$ cat config.mk
export PLATFORM = sky130hd
export DESIGN_NAME = shift_sequencer
export DESIGN_NICKNAME = d
export VERILOG_FILES = /design/src/rtl/shift_sequencer.sv
export SDC_FILE = /design/constraint.sdc
export NUM_CORES = 1
export LEC_CHECK = 0
export BUFFER_PORTS_ARGS = -buffer_cell sky130_fd_sc_hd__buf_2
export CORE_ASPECT_RATIO = 0.7
export CORE_MARGIN = 5
export CORE_UTILIZATION = 45
export DETAILED_ROUTE_END_ITERATION = 16
export PLACE_DENSITY = 0.76
export SLEW_MARGIN = 0
export SYNTH_ARGS = -nofsm -noshare
export SYNTH_HDL_FRONTEND = slang
export SYNTH_SLANG_ARGS = --single-unit
$ cat constraint.sdc
create_clock -name clk -period 2.41 [get_ports clk]
set_input_delay 0.241 -clock clk [delete_from_list [all_inputs] [get_ports clk]]
set_output_delay 0.241 -clock clk [all_outputs]
set_load 0.02 [all_outputs]
$ cat src/rtl/shift_sequencer.sv
// shift_sequencer: multi-cycle count-based shift/rotate driver
// stepping a combinational single-bit ALU once per clock.
module shift_sequencer #(
  parameter int WIDTH      = 16,
  parameter bit MASK_COUNT = 1'b1
) (
  input  logic             clk,
  input  logic             reset_n,
  input  logic             start,
  input  logic [1:0]       op,
  input  logic [WIDTH-1:0] data,
  input  logic [7:0]       count,
  output logic [3:0]       alu_op,
  output logic [WIDTH-1:0] alu_a,
  output logic [WIDTH-1:0] alu_b,
  input  logic [WIDTH-1:0] alu_r,
  output logic             busy,
  output logic             done,
  output logic [WIDTH-1:0] result,
  output logic             cf,
  output logic             cf_valid
);

  typedef enum logic [1:0] {
    IDLE,
    RUN,
    DONE
  } state_t;

  state_t           state;
  logic [WIDTH-1:0] work;
  logic [7:0]       cnt;
  logic [1:0]       op_q;
  logic [7:0]       cnt_init;
  logic             cf_next;

  assign cnt_init = MASK_COUNT ? {3'b000, count[4:0]}
                               : count;

  assign alu_a = work;
  assign alu_b = '0;

  // op bit 0 selects a right-moving op, so the outgoing bit is the LSB
  assign cf_next = op_q[0] ? work[0] : work[WIDTH-1];

  // Map the latched op onto the ALU opcode space
  always_comb begin
    alu_op = 4'd2;
    unique case (op_q)
      2'd0: alu_op = 4'd2;
      2'd1: alu_op = 4'd3;
      2'd2: alu_op = 4'd4;
      2'd3: alu_op = 4'd5;
      default: alu_op = 4'd2;
    endcase
  end

  // Sequencer FSM with registered handshake and result outputs
  always_ff @(posedge clk) begin
    if (!reset_n) begin
      state    <= IDLE;
      work     <= '0;
      cnt      <= '0;
      op_q     <= '0;
      result   <= '0;
      cf       <= 1'b0;
      cf_valid <= 1'b0;
      done     <= 1'b0;
      busy     <= 1'b0;
    end else begin
      done     <= 1'b0;
      cf_valid <= 1'b0;
      unique case (state)
        IDLE: begin
          if (start) begin
            op_q <= op;
            work <= data;
            cnt  <= cnt_init;
            busy <= 1'b1;
            if (cnt_init == 8'd0) begin
              state  <= DONE;
              done   <= 1'b1;
              result <= data;
            end else begin
              state <= RUN;
            end
          end
        end
        RUN: begin
          work <= alu_r;
          cf   <= cf_next;
          cnt  <= cnt - 8'd1;
          if (cnt == 8'd1) begin
            state    <= DONE;
            done     <= 1'b1;
            cf_valid <= 1'b1;
            result   <= alu_r;
          end
        end
        DONE: begin
          state <= IDLE;
          busy  <= 1'b0;
        end
        default: begin
          state <= IDLE;
          busy  <= 1'b0;
        end
      endcase
    end
  end

endmodule

==> results of run 1 <==
## placed cells by master, fill, tap and decap left out, drive strengths merged, types with 3 or more instances in the layout
cell type  instances
a211oi            36
a21oi             22
buf               91
clkbuf             7
conb              17
dfxtp             48
inv               21
mux2              17
nand2             39
nor2              16
nor3               3
o21ai              3
## routing by layer
metal	track usage, %	part of all wire, %
met5	0	0
met4	5.76	1.3
met3	7.68	9.8
met2	28.0	45
met1	21.4	44
## through the flow
step	cell area, um2	hold slack (ns)
2_1_floorplan	2430	0.380
3_3_place_gp	2770	0.440
3_5_place_dp	2770	0.446
4_1_cts	2900	0.153
5_1_grt	2900	0.168
6_report	2900	0.159
## power by group
| part | switching, mW | total, mW | leakage [nW] | internal, mW |
|---|---|---|---|---|
| registers | 0.0449 | 0.902 | 0.394 | 0.857 |
| clock network | 0.267 | 0.633 | 0.0645 | 0.366 |
| logic | 0.289 | 0.473 | 0.820 | 0.184 |
| total | 0.601 | 2.01 | 1.28 | 1.41 |
## worst max-delay path, delay by kind of cell (launching register included)
kind	cells	cell delay, ns
simple gates	2	0.83
compound gates	2	0.83
flops	1	0.37
## area by class of cell
cell class / instances / area share (%)
Inverter: 22 / 2.85
Timing Repair Buffer: 91 / 16.7
Multi-Input combinational cell: 183 / 39.9
Sequential cell: 48 / 33.1
Clock buffer: 7 / 3.32
Tap cell: 72 / 3.11
Clock inverter: 1 / 1.04
## worst max path at each step
stage                      end  slack [ns]  cells past startpoint
floorplan            result[0]        0.29                      7
global placement    result[13]        0.15                      5
detailed placement   result[8]        0.05                      5
CTS                  result[8]        0.27                      4
global route        result[15]        0.10                      4
finish               result[8]        0.28                      4
## registers in the layout (all words and copies together), names as in the netlist
name / flops
alu_a: 16
busy: 1
cf_valid: 1
cnt: 8
result: 16
state: 2
op_q: 2
cf: 1
done: 1
## cells by family after synthesis
logic type / count (synthesis)
AND/OR/NAND/NOR: 70
XOR/XNOR: 1
multiplexers: 19
adder cells (fa/ha/maj): 2
flip-flops: 48
AO/OA/AOI/OAI: 74
buffers and inverters: 60
other: 1
==> report_table.html, run 1 <==
<table>
<tr><th>Metric</th><th>Value</th></tr>
<tr><th colspan="2">Yosys</th></tr>
<tr><td>Area share of the largest cell type after synthesis</td><td>between 40 and 50%</td></tr>
<tr><td>Post-synthesis compound-gate area fraction</td><td>a little under a quarter</td></tr>
<tr><td>Top cells by count, synth</td><td>sky130_fd_sc_hd__dfxtp_1 (48), sky130_fd_sc_hd__nand2_1 (39), sky130_fd_sc_hd__a211oi_1 (28), sky130_fd_sc_hd__a21oi_1 (22), sky130_fd_sc_hd__inv_1 (21)</td></tr>
<tr><td>Average cell area after synthesis</td><td>about 8.6 um2</td></tr>
<tr><td>Synthesized netlist cell count</td><td>roughly 280</td></tr>
<tr><td>Parity-gate share of the synthesized area counting xor and xnor cells</td><td>0.370%</td></tr>
<tr><td>Main area contributors after synthesis</td><td>sky130_fd_sc_hd__dfxtp_1 (41%), sky130_fd_sc_hd__a211oi_1 (8.9%), sky130_fd_sc_hd__mux2_2 (8.1%)</td></tr>
<tr><td>Multiplexer area fraction after synthesis</td><td>between 8 and 9%</td></tr>
<tr><td>Library cells used by synthesis</td><td>35</td></tr>
<tr><td>Primary FF master, synth</td><td>sky130_fd_sc_hd__dfxtp_1</td></tr>
<tr><td>Netlist area before placement</td><td>2370 um2</td></tr>
<tr><td>Library cell with the highest instance count after synthesis</td><td>sky130_fd_sc_hd__dfxtp_1</td></tr>
<tr><td>Most area-hungry cell type in the Yosys netlist</td><td>sky130_fd_sc_hd__dfxtp_1</td></tr>
<tr><td>Main combinational cell family by area after synthesis</td><td>compound AO/OA/AOI/OAI gates</td></tr>
<tr><td>Post-synthesis share of cell area spent on full adders, half adders and majority gates</td><td>under 10%</td></tr>
<tr><td>Number of flip-flops and latches in the synthesized netlist</td><td>48</td></tr>
<tr><td>Simple-gate portion of the synthesized area</td><td>a little over an eighth</td></tr>
<tr><td>Number of enable flip-flop cells after synthesis</td><td>0</td></tr>
<tr><td>Synthesis Warnings</td><td>0</td></tr>
<tr><td>Fraction of registers with async set or reset after synthesis</td><td>0%</td></tr>
<tr><td>Seq/Total Area, Yosys</td><td>between 40 and 50%</td></tr>
<tr><th colspan="2">Routing</th></tr>
<tr><td>Routed wire length per instance</td><td>around 14 um</td></tr>
<tr><td>First-iteration detailed-routing DRC count</td><td>between 100 and 150</td></tr>
<tr><td>Total wire length after detailed routing</td><td>6060 um</td></tr>
<tr><td>Number of iterations in the first detailed-routing pass</td><td>4</td></tr>
<tr><td>Final ANT Viol Nets</td><td>0</td></tr>
<tr><td>Total number of vias</td><td>~2200</td></tr>
<tr><td>Remaining design rule violation count</td><td>0</td></tr>
<tr><td>Avg Vias per Cell</td><td>about 5</td></tr>
<tr><th colspan="2">Place</th></tr>
<tr><td>I/O Buffers</td><td>80</td></tr>
<tr><td>Post-placement cell count</td><td>416</td></tr>
<tr><td>HPWL after detailed placement</td><td>4500 um</td></tr>
<tr><td>RePlAce Congestion</td><td>between 0.8 and 0.9</td></tr>
<tr><td>Worst setup slack after placement</td><td>approximately 0.049 ns</td></tr>
<tr><th colspan="2">Pwr</th></tr>
<tr><td>Leakage component of the power</td><td>approximately 1.3 nW</td></tr>
<tr><td>Pwr per Cell Area</td><td>between 600 and 700 nW/um2</td></tr>
<tr><td>Tot Pwr</td><td>between 2 and 2.5 mW</td></tr>
<tr><td>VDD IR max</td><td>between 0.3 and 0.4 mV</td></tr>
<tr><th colspan="2">STA</th></tr>
<tr><td>Max-slew violation total from the final report</td><td>0</td></tr>
<tr><td>Sum of negative setup slack</td><td>0 ns</td></tr>
<tr><td>Setup violations, final</td><td>0</td></tr>
<tr><td>Shortest clock period the worst path allows after layout</td><td>around 2.1 ns</td></tr>
<tr><td>Setup slack of the critical path after layout</td><td>0.275 ns</td></tr>
<tr><td>Worst slew margin relative to its limit</td><td>approximately half</td></tr>
<tr><td>RSZ-0062 raised after global routing</td><td>false</td></tr>
<tr><td>Fmax achieved</td><td>around 470 MHz</td></tr>
<tr><td>Worst Tran Pin Value</td><td>0.722 ns</td></tr>
<tr><td>Final cycle utilization of the critical path</td><td>roughly nine tenths</td></tr>
<tr><td>Worst clock skew on the final layout</td><td>between 0.008 and 0.009 ns</td></tr>
<tr><td>Final hold vios</td><td>0</td></tr>
<tr><th colspan="2">Finish</th></tr>
<tr><td>Share of post-route cells with drive strength above 1</td><td>between 30% and 40%</td></tr>
<tr><td>Area grow syn2layout</td><td>22.5%</td></tr>
<tr><td>Number of diodes added for antenna fixing</td><td>0</td></tr>
<tr><td>Area occupied by registers</td><td>961 um2</td></tr>
<tr><td>Fraction of the core area covered by cells at the end of the flow</td><td>56.0%</td></tr>
<tr><td>Final Instance Count excl. Fillers</td><td>424</td></tr>
<tr><td>Area taken by multi-input logic gates</td><td>~1200 um2</td></tr>
<tr><td>Nets</td><td>~400</td></tr>
<tr><td>Final-layout fill cell count</td><td>between 400 and 500</td></tr>
<tr><th colspan="2">Worst setup path</th></tr>
<tr><td>Largest fanout on the critical path</td><td>18</td></tr>
<tr><td>Slack of the worst reg-to-reg path</td><td>around 0.28 ns</td></tr>
<tr><td>Data arrival time at the worst-slack endpoint</td><td>2.35 ns</td></tr>
<tr><td>CP Data Required Time</td><td>between 2 and 3 ns</td></tr>
<tr><td>Critical path, cell by cell</td><td>nor4_1 &gt; nand4_1 &gt; a21o_1 &gt; a211oi_1</td></tr>
<tr><td>Critical path launch point type</td><td>flop</td></tr>
<tr><td>Reg-to-reg endpoint</td><td>result[8]</td></tr>
<tr><td>Worst reg2reg path startpoint</td><td>cnt[3]</td></tr>
<tr><td>Critical Path Sink Type</td><td>flop</td></tr>
<tr><td>Timing startpoint of the critical path</td><td>cnt[3]</td></tr>
<tr><td>Setup Crit Path Kind</td><td>flop to flop</td></tr>
<tr><td>Delay contributed by the slowest stage of the critical path</td><td>0.61 ns</td></tr>
<tr><td>Crit path max-delay cell type</td><td>sky130_fd_sc_hd__nor4_1</td></tr>
<tr><td>Number of cells on the worst reg-to-reg path</td><td>4</td></tr>
<tr><th colspan="2">Clock network</th></tr>
<tr><td>Number of buffers inserted for hold repair after clock tree synthesis</td><td>0</td></tr>
<tr><td>CTS Buffer Depth</td><td>2</td></tr>
<tr><td># H-tree levels</td><td>2</td></tr>
<tr><td>Number of instances resized during post-cts repair</td><td>0</td></tr>
<tr><td>Clock Tree Root</td><td>sky130_fd_sc_hd__clkbuf_8</td></tr>
<tr><td>TritonCTS Buffers</td><td>5</td></tr>
<tr><td>Clock input transition at the sequential cells of the worst setup and hold paths</td><td>approximately 0.09 ns</td></tr>
<tr><td>CTS tree</td><td>built</td></tr>
<tr><td>Setup Fix Bufs, Post-CTS</td><td>0</td></tr>
<tr><td>Clock latency reported for the late side of the worst-skew pair</td><td>around 0.31 ns</td></tr>
<tr><td>Clk sink count</td><td>48</td></tr>
<tr><th colspan="2">Hold path</th></tr>
<tr><td>Cell count of the worst hold path</td><td>3</td></tr>
<tr><td>Class of the tightest hold or removal check</td><td>input pin to flop</td></tr>
<tr><td>Source of the worst hold timing path</td><td>op[1]</td></tr>
<tr><td>Min-Delay Endpoint</td><td>op_q[1]</td></tr>
<tr><th colspan="2">Global route</th></tr>
<tr><td>Wire length of the first global-routing pass</td><td>approximately 9800 um</td></tr>
<tr><td>Number of global-route vias before repair</td><td>about 2100</td></tr>
<tr><td>Total routing usage reported by global routing</td><td>approximately 18%</td></tr>
<tr><td>Total overflow reported by the global router</td><td>0</td></tr>
<tr><td>Antenna violations before repair</td><td>0</td></tr>
<tr><td>Pin count of the biggest net entering global routing</td><td>24</td></tr>
<tr><th colspan="2">Outcome</th></tr>
<tr><td>Outcome</td><td>finished, final reports clean</td></tr>
<tr><th colspan="2">Die</th></tr>
<tr><td>Area of the die</td><td>between 6000 and 7000 um2</td></tr>
<tr><td>Die Wd</td><td>96.7 um</td></tr>
<tr><td>Number of ports placed on the die boundary</td><td>roughly 100</td></tr>
<tr><td>Vertical die dimension</td><td>between 70 and 80 um</td></tr>
<tr><td>Starting Density</td><td>between 40% and 50%</td></tr>
<tr><td>Core Rows</td><td>22</td></tr>
<tr><td>Core outline area</td><td>5170 um2</td></tr>
<tr><th colspan="2">Job</th></tr>
<tr><td>Maximum capacitance violations</td><td>0</td></tr>
</table>
Note: power is estimated with default switching activity, not from simulation.
==> inputs of run 2 (changes only) <==
--- a/config.mk
+++ b/config.mk
@@ -9,8 +9,9 @@
 export CORE_ASPECT_RATIO = 0.7
 export CORE_MARGIN = 5
 export CORE_UTILIZATION = 45
+export CTS_BUF_LIST = sky130_fd_sc_hd__clkbuf_16
 export DETAILED_ROUTE_END_ITERATION = 16
-export PLACE_DENSITY = 0.76
+export PLACE_DENSITY = 0.77
 export SLEW_MARGIN = 0
 export SYNTH_ARGS = -nofsm -noshare
 export SYNTH_HDL_FRONTEND = slang
==> report_table.html, run 2 (synthesized netlist as in run 1, its figures left out) <==
<table>
<tr><th>Metric</th><th>Value</th></tr>
<tr><th colspan="2">Place</th></tr>
<tr><td>HPWL after detailed placement</td><td>4430 um (was 4500 um)</td></tr>
<tr><td>I/O Buffers</td><td>80 (unchanged)</td></tr>
<tr><td>RePlAce Congestion</td><td>0.810 (was 0.899)</td></tr>
<tr><td>Worst setup slack after placement</td><td>0.0907 ns (was 0.0490 ns)</td></tr>
<tr><th colspan="2">STA</th></tr>
<tr><td>Worst Tran Pin Value</td><td>0.891 ns (was 0.722 ns)</td></tr>
<tr><td>Shortest clock period the worst path allows after layout</td><td>2.02 ns (was 2.13 ns)</td></tr>
<tr><td>Final cycle utilization of the critical path</td><td>83.9% (was 88.6%)</td></tr>
<tr><td>Fmax achieved</td><td>495 MHz (was 468 MHz)</td></tr>
<tr><td>Setup violations, final</td><td>0 (unchanged)</td></tr>
<tr><td>Setup slack of the critical path after layout</td><td>0.389 ns (was 0.275 ns)</td></tr>
<tr><td>Final hold vios</td><td>0 (unchanged)</td></tr>
<tr><td>Sum of negative setup slack</td><td>0 ns (unchanged)</td></tr>
<tr><td>Max-slew violation total from the final report</td><td>0 (unchanged)</td></tr>
<tr><td>Worst clock skew on the final layout</td><td>0.00545 ns (was 0.00816 ns)</td></tr>
<tr><td>RSZ-0062 raised after global routing</td><td>false (unchanged)</td></tr>
<tr><td>Worst slew margin relative to its limit</td><td>40.5% (was 51.9%)</td></tr>
<tr><th colspan="2">Pwr</th></tr>
<tr><td>Leakage component of the power</td><td>1.28 nW (about the same)</td></tr>
<tr><td>Pwr per Cell Area</td><td>731 nW/um2 (was 693 nW/um2)</td></tr>
<tr><td>VDD IR max</td><td>0.328 mV (was 0.341 mV)</td></tr>
<tr><th colspan="2">Routing</th></tr>
<tr><td>Number of iterations in the first detailed-routing pass</td><td>5 (was 4)</td></tr>
<tr><td>First-iteration detailed-routing DRC count</td><td>117 (was 106)</td></tr>
<tr><td>Total number of vias</td><td>2115 (was 2170)</td></tr>
<tr><td>Remaining design rule violation count</td><td>0 (unchanged)</td></tr>
<tr><td>Avg Vias per Cell</td><td>5.02 (was 5.12)</td></tr>
<tr><td>Total wire length after detailed routing</td><td>5830 um (was 6060 um)</td></tr>
<tr><td>Final ANT Viol Nets</td><td>0 (unchanged)</td></tr>
<tr><td>Routed wire length per instance</td><td>13.9 um (was 14.3 um)</td></tr>
<tr><th colspan="2">Clock network</th></tr>
<tr><td>TritonCTS Buffers</td><td>5 (unchanged)</td></tr>
<tr><td>CTS Buffer Depth</td><td>2 (unchanged)</td></tr>
<tr><td>Clk sink count</td><td>48 (unchanged)</td></tr>
<tr><td>Number of buffers inserted for hold repair after clock tree synthesis</td><td>0 (unchanged)</td></tr>
<tr><td>Clock Tree Root</td><td>sky130_fd_sc_hd__clkbuf_16 (was sky130_fd_sc_hd__clkbuf_8)</td></tr>
<tr><td># H-tree levels</td><td>2 (unchanged)</td></tr>
<tr><td>Clock latency reported for the late side of the worst-skew pair</td><td>0.28 ns (was 0.31 ns)</td></tr>
<tr><td>Setup Fix Bufs, Post-CTS</td><td>0 (unchanged)</td></tr>
<tr><td>CTS tree</td><td>built (unchanged)</td></tr>
<tr><td>Number of instances resized during post-cts repair</td><td>0 (unchanged)</td></tr>
<tr><td>Clock input transition at the sequential cells of the worst setup and hold paths</td><td>0.06 ns (was 0.09 ns)</td></tr>
<tr><th colspan="2">Die</th></tr>
<tr><td>Vertical die dimension</td><td>70.7 um (unchanged)</td></tr>
<tr><td>Starting Density</td><td>45.7% (unchanged)</td></tr>
<tr><td>Core outline area</td><td>5170 um2 (unchanged)</td></tr>
<tr><td>Area of the die</td><td>6830 um2 (unchanged)</td></tr>
<tr><td>Die Wd</td><td>96.7 um (unchanged)</td></tr>
<tr><td>Number of ports placed on the die boundary</td><td>101 (unchanged)</td></tr>
<tr><td>Core Rows</td><td>22 (unchanged)</td></tr>
<tr><th colspan="2">Worst setup path</th></tr>
<tr><td>Setup Crit Path Kind</td><td>flop to flop (unchanged)</td></tr>
<tr><td>Critical Path Sink Type</td><td>flop (unchanged)</td></tr>
<tr><td>Largest fanout on the critical path</td><td>18 (unchanged)</td></tr>
<tr><td>Slack of the worst reg-to-reg path</td><td>0.39 ns (was 0.28 ns)</td></tr>
<tr><td>Data arrival time at the worst-slack endpoint</td><td>2.21 ns (was 2.35 ns)</td></tr>
<tr><td>Reg-to-reg endpoint</td><td>result[13] (was result[8])</td></tr>
<tr><td>Worst reg2reg path startpoint</td><td>cnt[3] (unchanged)</td></tr>
<tr><td>Critical path launch point type</td><td>flop (unchanged)</td></tr>
<tr><td>Number of cells on the worst reg-to-reg path</td><td>4 (unchanged)</td></tr>
<tr><td>CP Data Required Time</td><td>2.60 ns (was 2.62 ns)</td></tr>
<tr><th colspan="2">Finish</th></tr>
<tr><td>Nets</td><td>395 (was 398)</td></tr>
<tr><td>Most common cell after layout, fill and taps aside</td><td>sky130_fd_sc_hd__buf_2 (unchanged)</td></tr>
<tr><td>Area grow syn2layout</td><td>23.2% (was 22.5%)</td></tr>
<tr><td>Share of post-route cells with drive strength above 1</td><td>35.2% (was 36.1%)</td></tr>
<tr><td>Number of diodes added for antenna fixing</td><td>0 (unchanged)</td></tr>
<tr><td>Most frequent cells in the layout</td><td>sky130_fd_sc_hd__buf_2 (80), sky130_fd_sc_hd__dfxtp_1 (48), sky130_fd_sc_hd__nand2_1 (39), sky130_fd_sc_hd__a211oi_1 (28) (was sky130_fd_sc_hd__buf_2 (80), sky130_fd_sc_hd__dfxtp_1 (48), sky130_fd_sc_hd__nand2_1 (39), sky130_fd_sc_hd__a211oi_1 (28), sky130_fd_sc_hd__a21oi_1 (22))</td></tr>
<tr><th colspan="2">Hold path</th></tr>
<tr><td>Class of the tightest hold or removal check</td><td>input pin to flop (unchanged)</td></tr>
<tr><td>Cell count of the worst hold path</td><td>3 (unchanged)</td></tr>
<tr><td>Source of the worst hold timing path</td><td>op[1] (unchanged)</td></tr>
<tr><td>Min-Delay Endpoint</td><td>op_q[1] (unchanged)</td></tr>
<tr><th colspan="2">Global route</th></tr>
<tr><td>Wire length of the first global-routing pass</td><td>9650 um (was 9840 um)</td></tr>
<tr><td>Total overflow reported by the global router</td><td>0 (unchanged)</td></tr>
<tr><td>Number of global-route vias before repair</td><td>1989 (was 2066)</td></tr>
<tr><td>Total routing usage reported by global routing</td><td>17.0% (was 17.5%)</td></tr>
<tr><td>Pin count of the biggest net entering global routing</td><td>30 (was 24)</td></tr>
<tr><td>Antenna violations before repair</td><td>0 (unchanged)</td></tr>
<tr><th colspan="2">Outcome</th></tr>
<tr><td>Outcome</td><td>finished, final reports clean (unchanged)</td></tr>
<tr><th colspan="2">Job</th></tr>
<tr><td>Maximum capacitance violations</td><td>0 (unchanged)</td></tr>
</table>
-- run 2: changes by cell type in the layout (fill, tap and decap cells not counted) --
cell	previous run	this run
sky130_fd_sc_hd__clkinv_2	0	1
sky130_fd_sc_hd__clkbuf_8	7	0
sky130_fd_sc_hd__inv_1	21	22
sky130_fd_sc_hd__clkbuf_16	0	5
sky130_fd_sc_hd__buf_4	11	8
-- run 2: routing by layer --
layer / part of all wire [%] / track usage [%] / wire, um / up-vias
met1: 46 / 22.5 / 2670 / 949
met2: 43 / 25.0 / 2510 / 96
li1: - / - / - / 1062
met5: 0 / 0 / 0 / -
met4: 1.2 / 5.61 / 70 / 0
met3: 9.9 / 7.19 / 576 / 8
-- run 2: report_power, final --
| part | internal [mW] | switching (mW) | total (mW) | leakage (nW) |
|---|---|---|---|---|
| registers | 0.859 | 0.0504 | 0.909 | 0.394 |
| logic | 0.179 | 0.281 | 0.460 | 0.805 |
| clock network | 0.483 | 0.278 | 0.762 | 0.0850 |
| total | 1.52 | 0.610 | 2.13 | 1.28 |
-- run 2: per-stage QoR --
| step | instance area [um2] | power, mW | util, % | hold slack [ns] | instances |
|---|---|---|---|---|---|
| after floorplan | 2430 | 1.26 | - | 0.380 | 291 |
| after global placement | 2750 | 1.38 | 53.1 | 0.442 | 413 |
| after detailed placement | 2750 | 1.38 | 53.1 | 0.445 | 413 |
| after CTS | 2910 | 2.15 | 56.3 | 0.187 | 421 |
| after global routing | 2910 | 2.26 | 56.3 | 0.208 | 421 |
| final | 2910 | 2.13 | 56.3 | 0.189 | 421 |
-- run 2: critical path, cell delays in order (launching register included) --
cell	delay (ns)
sky130_fd_sc_hd__dfxtp_1	0.36
sky130_fd_sc_hd__nor4_1	0.57
sky130_fd_sc_hd__nand4_1	0.22
sky130_fd_sc_hd__a21o_1	0.46
sky130_fd_sc_hd__a211oi_1	0.33
-- run 2: worst max path at each step --
stage | startpoint | end | slack [ns] | depth (start not counted)
6_report | cnt[3] | result[13] | 0.39 | 4
2_1_floorplan | count[0] | result[0] | 0.29 | 7
3_3_place_gp | count[0] | result[13] | 0.14 | 5
5_1_grt | cnt[3] | result[13] | 0.23 | 4
4_1_cts | cnt[3] | result[13] | 0.36 | 4
3_5_place_dp | count[0] | result[13] | 0.09 | 5
-- run 2: final cells by class --
| class | instances | area (um2) |
|---|---|---|
| clock inverter | 3 | 38.8 |
| multi-input combinational | 183 | 1160 |
| sequential | 48 | 961 |
| inverter | 22 | 82.6 |
| timing repair buffer | 88 | 460 |
| clock buffer | 5 | 125 |
| tap | 72 | 90.1 |
| fill | 485 | 2260 |
==> inputs of run 3 (changes only) <==
--- a/config.mk
+++ b/config.mk
@@ -5,6 +5,7 @@
 export SDC_FILE = /design/constraint.sdc
 export NUM_CORES = 1
 export LEC_CHECK = 0
+export ABC_AREA = 1
 export BUFFER_PORTS_ARGS = -buffer_cell sky130_fd_sc_hd__buf_2
 export CORE_ASPECT_RATIO = 0.7
 export CORE_MARGIN = 5
==> constraint.sdc (replaced) <==
create_clock -name clk -period 1.9 [get_ports clk]
set_input_delay 0.19 -clock clk [delete_from_list [all_inputs] [get_ports clk]]
set_output_delay 0.19 -clock clk [all_outputs]
set_load 0.02 [all_outputs]
==> report_table.html, run 3 <==
<table>
<tr><th>Metric</th><th>Value</th></tr>
<tr><th colspan="2">Pwr</th></tr>
<tr><td>VDD IR max</td><td>0.625 mV (was 0.328 mV)</td></tr>
<tr><td>Pwr per Cell Area</td><td>1100 nW/um2 (was 731 nW/um2)</td></tr>
<tr><td>Tot Pwr</td><td>3.20 mW (was 2.13 mW)</td></tr>
<tr><td>Leakage component of the power</td><td>1.39 nW (was 1.28 nW)</td></tr>
<tr><th colspan="2">Die</th></tr>
<tr><td>Vertical die dimension</td><td>70.4 um (was 70.7 um)</td></tr>
<tr><td>Starting Density</td><td>45.5% (was 45.7%)</td></tr>
<tr><td>Area of the die</td><td>6770 um2 (was 6830 um2)</td></tr>
<tr><td>Core outline area</td><td>5150 um2 (was 5170 um2)</td></tr>
<tr><td>Core Rows</td><td>22 (unchanged)</td></tr>
<tr><td>Die Wd</td><td>96.3 um (was 96.7 um)</td></tr>
<tr><td>Number of ports placed on the die boundary</td><td>101 (unchanged)</td></tr>
<tr><th colspan="2">Clock network</th></tr>
<tr><td># H-tree levels</td><td>2 (unchanged)</td></tr>
<tr><td>Setup Fix Bufs, Post-CTS</td><td>0 (unchanged)</td></tr>
<tr><td>Clock input transition at the sequential cells of the worst setup and hold paths</td><td>0.06 ns (about the same)</td></tr>
<tr><td>Clk sink count</td><td>48 (unchanged)</td></tr>
<tr><td>Clock Tree Root</td><td>sky130_fd_sc_hd__clkbuf_16 (unchanged)</td></tr>
<tr><td>CTS tree</td><td>built (unchanged)</td></tr>
<tr><td>CTS Buffer Depth</td><td>2 (unchanged)</td></tr>
<tr><td>Clock latency reported for the late side of the worst-skew pair</td><td>0.28 ns (about the same)</td></tr>
<tr><td>TritonCTS Buffers</td><td>5 (unchanged)</td></tr>
<tr><th colspan="2">Worst setup path</th></tr>
<tr><td>Largest fanout on the critical path</td><td>14 (was 18)</td></tr>
<tr><td>Critical Path Sink Type</td><td>flop (unchanged)</td></tr>
<tr><td>Data arrival time at the worst-slack endpoint</td><td>1.85 ns (was 2.21 ns)</td></tr>
<tr><td>Critical path launch point type</td><td>flop (unchanged)</td></tr>
<tr><td>CP Data Required Time</td><td>2.10 ns (was 2.60 ns)</td></tr>
<tr><td>Slack of the worst reg-to-reg path</td><td>0.25 ns (was 0.39 ns)</td></tr>
<tr><td>Setup Crit Path Kind</td><td>flop to flop (unchanged)</td></tr>
<tr><th colspan="2">Routing</th></tr>
<tr><td>Met2 wire length</td><td>2600 um (was 2510 um)</td></tr>
<tr><td>Final ANT Viol Nets</td><td>0 (unchanged)</td></tr>
<tr><td>Total wire length after detailed routing</td><td>6120 um (was 5830 um)</td></tr>
<tr><td>Routed wire length per instance</td><td>13.1 um (was 13.9 um)</td></tr>
<tr><td>M1 wire length</td><td>2850 um (was 2670 um)</td></tr>
<tr><td>Total number of vias</td><td>2314 (was 2115)</td></tr>
<tr><td>First-iteration detailed-routing DRC count</td><td>111 (was 117)</td></tr>
<tr><td>Avg Vias per Cell</td><td>4.96 (was 5.02)</td></tr>
<tr><td>Number of iterations in the first detailed-routing pass</td><td>4 (was 5)</td></tr>
<tr><td>WL met3</td><td>616 um (was 576 um)</td></tr>
<tr><td>Uppermost routed layer</td><td>met4 (unchanged)</td></tr>
<tr><td>Remaining design rule violation count</td><td>0 (unchanged)</td></tr>
<tr><th colspan="2">Global route</th></tr>
<tr><td>Number of global-route vias before repair</td><td>2130 (was 1989)</td></tr>
<tr><td>Pin count of the biggest net entering global routing</td><td>26 (was 30)</td></tr>
<tr><td>Wire length of the first global-routing pass</td><td>9900 um (was 9650 um)</td></tr>
<tr><td>Total overflow reported by the global router</td><td>0 (unchanged)</td></tr>
<tr><td>Antenna violations before repair</td><td>0 (unchanged)</td></tr>
<tr><td>Total routing usage reported by global routing</td><td>18.5% (was 17.0%)</td></tr>
<tr><th colspan="2">STA</th></tr>
<tr><td>Final hold vios</td><td>0 (unchanged)</td></tr>
<tr><td>Final hold slack</td><td>0.151 ns (was 0.189 ns)</td></tr>
<tr><td>Max-slew violation total from the final report</td><td>0 (unchanged)</td></tr>
<tr><td>Sum of negative setup slack</td><td>0 ns (unchanged)</td></tr>
<tr><td>Setup violations, final</td><td>0 (unchanged)</td></tr>
<tr><td>Worst clock skew on the final layout</td><td>0.00620 ns (was 0.00545 ns)</td></tr>
<tr><td>Final cycle utilization of the critical path</td><td>86.7% (was 83.9%)</td></tr>
<tr><td>Shortest clock period the worst path allows after layout</td><td>1.65 ns (was 2.02 ns)</td></tr>
<tr><td>Fmax achieved</td><td>607 MHz (was 495 MHz)</td></tr>
<tr><td>RSZ-0062 raised after global routing</td><td>false (unchanged)</td></tr>
<tr><th colspan="2">Finish</th></tr>
<tr><td>Area occupied by registers</td><td>961 um2 (unchanged)</td></tr>
<tr><td>Share of post-route cells with drive strength above 1</td><td>32.2% (was 35.2%)</td></tr>
<tr><td>Final Instance Count excl. Fillers</td><td>467 (was 421)</td></tr>
<tr><td>Most frequent cells in the layout</td><td>sky130_fd_sc_hd__buf_2 (80), sky130_fd_sc_hd__nand2_1 (78), sky130_fd_sc_hd__dfxtp_1 (48), sky130_fd_sc_hd__o21ai_0 (26), sky130_fd_sc_hd__nand3_1 (22) (was sky130_fd_sc_hd__buf_2 (80), sky130_fd_sc_hd__dfxtp_1 (48), sky130_fd_sc_hd__nand2_1 (39), sky130_fd_sc_hd__a211oi_1 (28))</td></tr>
<tr><td>Area grow syn2layout</td><td>24.1% (was 23.2%)</td></tr>
<tr><td>Number of diodes added for antenna fixing</td><td>0 (unchanged)</td></tr>
<tr><td>Nets</td><td>441 (was 395)</td></tr>
<tr><td>Most common cell after layout, fill and taps aside</td><td>sky130_fd_sc_hd__buf_2 (unchanged)</td></tr>
<tr><td>Final-layout fill cell count</td><td>490 (was 485)</td></tr>
<tr><td>Area taken by multi-input logic gates</td><td>1150 um2 (was 1160 um2)</td></tr>
<tr><td>Final Instance Area</td><td>2910 um2 (about the same)</td></tr>
<tr><th colspan="2">Yosys</th></tr>
<tr><td>Post-synthesis share of cell area spent on full adders, half adders and majority gates</td><td>1.07% (was 1.06%)</td></tr>
<tr><td>Netlist area before placement</td><td>2340 um2 (was 2370 um2)</td></tr>
<tr><td>Area share of the largest cell type after synthesis</td><td>41.0% (was 40.6%)</td></tr>
<tr><td>Library cells used by synthesis</td><td>29 (was 35)</td></tr>
<tr><td>Most area-hungry cell type in the Yosys netlist</td><td>sky130_fd_sc_hd__dfxtp_1 (unchanged)</td></tr>
<tr><td>Fraction of registers with async set or reset after synthesis</td><td>0% (unchanged)</td></tr>
<tr><td>Simple-gate portion of the synthesized area</td><td>25.6% (was 13.1%)</td></tr>
<tr><td>Seq/Total Area, Yosys</td><td>41.0% (was 40.6%)</td></tr>
<tr><td>Synthesized netlist cell count</td><td>317 (was 275)</td></tr>
<tr><td>Number of enable flip-flop cells after synthesis</td><td>0 (unchanged)</td></tr>
<tr><td>Number of flip-flops and latches in the synthesized netlist</td><td>48 (unchanged)</td></tr>
<tr><td>Primary FF master, synth</td><td>sky130_fd_sc_hd__dfxtp_1 (unchanged)</td></tr>
<tr><td>Parity-gate share of the synthesized area counting xor and xnor cells</td><td>0% (was 0.370%)</td></tr>
<tr><td>Main area contributors after synthesis</td><td>sky130_fd_sc_hd__dfxtp_1 (41%), sky130_fd_sc_hd__nand2_1 (13%), sky130_fd_sc_hd__o21ai_0 (5.6%) (was sky130_fd_sc_hd__dfxtp_1 (41%), sky130_fd_sc_hd__a211oi_1 (8.9%), sky130_fd_sc_hd__mux2_2 (8.1%))</td></tr>
<tr><td>Top cells by count, synth</td><td>sky130_fd_sc_hd__nand2_1 (79), sky130_fd_sc_hd__dfxtp_1 (48), sky130_fd_sc_hd__o21ai_0 (26), sky130_fd_sc_hd__nand3_1 (22), sky130_fd_sc_hd__a21oi_1 (20) (was sky130_fd_sc_hd__dfxtp_1 (48), sky130_fd_sc_hd__nand2_1 (39), sky130_fd_sc_hd__a211oi_1 (28), sky130_fd_sc_hd__a21oi_1 (22), sky130_fd_sc_hd__inv_1 (21))</td></tr>
<tr><td>Multiplexer area fraction after synthesis</td><td>0% (was 8.94%)</td></tr>
<tr><td>Main combinational cell family by area after synthesis</td><td>simple AND/OR/NAND/NOR gates (was compound AO/OA/AOI/OAI gates)</td></tr>
<tr><td>Library cell with the highest instance count after synthesis</td><td>sky130_fd_sc_hd__nand2_1 (was sky130_fd_sc_hd__dfxtp_1)</td></tr>
<tr><td>Synthesis Warnings</td><td>0 (unchanged)</td></tr>
<tr><td>Average cell area after synthesis</td><td>7.39 um2 (was 8.60 um2)</td></tr>
<tr><td>Post-synthesis compound-gate area fraction</td><td>19.5% (was 22.6%)</td></tr>
<tr><th colspan="2">Place</th></tr>
<tr><td>Total cell area at the placement stage</td><td>2740 um2 (was 2750 um2)</td></tr>
<tr><td>HPWL after detailed placement</td><td>4510 um (was 4430 um)</td></tr>
<tr><td>RePlAce Congestion</td><td>0.837 (was 0.810)</td></tr>
<tr><td>I/O Buffers</td><td>80 (unchanged)</td></tr>
<tr><td>Post-placement cell count</td><td>459 (was 413)</td></tr>
<tr><th colspan="2">Job</th></tr>
<tr><td>Maximum capacitance violations</td><td>0 (unchanged)</td></tr>
<tr><th colspan="2">Hold path</th></tr>
<tr><td>Class of the tightest hold or removal check</td><td>input pin to flop (unchanged)</td></tr>
<tr><th colspan="2">Outcome</th></tr>
<tr><td>Outcome</td><td>finished, final reports clean (unchanged)</td></tr>
</table>
==> run 3: cell count changes after synthesis, moves of 3 or more <==
cell                       previous run  this run
sky130_fd_sc_hd__o21ai_0              3        26
sky130_fd_sc_hd__buf_6                3         0
sky130_fd_sc_hd__buf_2                0         8
sky130_fd_sc_hd__nor2_2               0         3
sky130_fd_sc_hd__a211oi_2             8         0
sky130_fd_sc_hd__a31oi_1              2        16
sky130_fd_sc_hd__nand2_2              0        11
sky130_fd_sc_hd__clkbuf_1            17         6
sky130_fd_sc_hd__nand2_1             39        79
sky130_fd_sc_hd__nor2_1              16        12
sky130_fd_sc_hd__a211oi_1            28         1
sky130_fd_sc_hd__nand3_1              2        22
sky130_fd_sc_hd__a21oi_2              0        10
sky130_fd_sc_hd__mux2_2              17         0
==> run 3: repair_timing <==
item                                    CTS  global route
endpoints found under the setup margin    0             1
endpoints found under the hold margin     0             0
resized for setup                         0             1
hold buffers                              0             0
==> run 3: cell type report <==
class,instances,area share [%]
Multi-Input combinational cell,229,39.5
Inverter,22,2.93
Sequential cell,48,33.0
Timing Repair Buffer,88,15.8
Clock inverter,3,1.33
Tap cell,72,3.10
Clock buffer,5,4.30
==> run 3: logic make-up (layout without fill, tap and decap cells) <==
group,after synthesis,after routing
and+or+nand+nor,133,133
AOI/OAI and AO/OA,77,77
other,1,17
DFF,48,48
adders and majority gates,2,2
buffers and inverters,56,118
==> run 3: routing by layer <==
| layer | global-route usage (%) | up-vias |
|---|---|---|
| met5 | 0 | - |
| met4 | 5.84 | 0 |
| met3 | 6.03 | 4 |
| met2 | 25.8 | 87 |
| met1 | 26.7 | 1050 |
| li1 | - | 1173 |
==> run 3: worst max-delay path, stage by stage, from the launching register on <==
cell                       delay (ns)
sky130_fd_sc_hd__dfxtp_1         0.44
sky130_fd_sc_hd__nor2_2          0.08
sky130_fd_sc_hd__nand2_1         0.23
sky130_fd_sc_hd__nand2_2         0.16
sky130_fd_sc_hd__buf_4           0.22
sky130_fd_sc_hd__inv_1           0.19
sky130_fd_sc_hd__nor2_1          0.07
sky130_fd_sc_hd__a211oi_1        0.16
==> run 3: worst paths after layout <==
path | start | endpoint | cells past startpoint
max | state[0] | cnt[1] | 7
min | count[0] | cnt[0] | 3
max reg2reg | state[0] | cnt[1] | 7
min reg2reg | busy | busy | 2
==> run 3: power breakdown <==
part / switching (mW) / internal (mW)
Sequential: 0.0869 / 1.14
Combinational: 0.671 / 0.321
Clock: 0.361 / 0.614
Total: 1.12 / 2.08
==> run 3: stage by stage <==
stage / setup WS, ns / utilization, %
floorplan: 0.528 / -
global placement: 0.268 / 53.3
detailed placement: 0.209 / 53.3
CTS: 0.188 / 56.4
global route: 0.0763 / 56.5
finish: 0.253 / 56.5
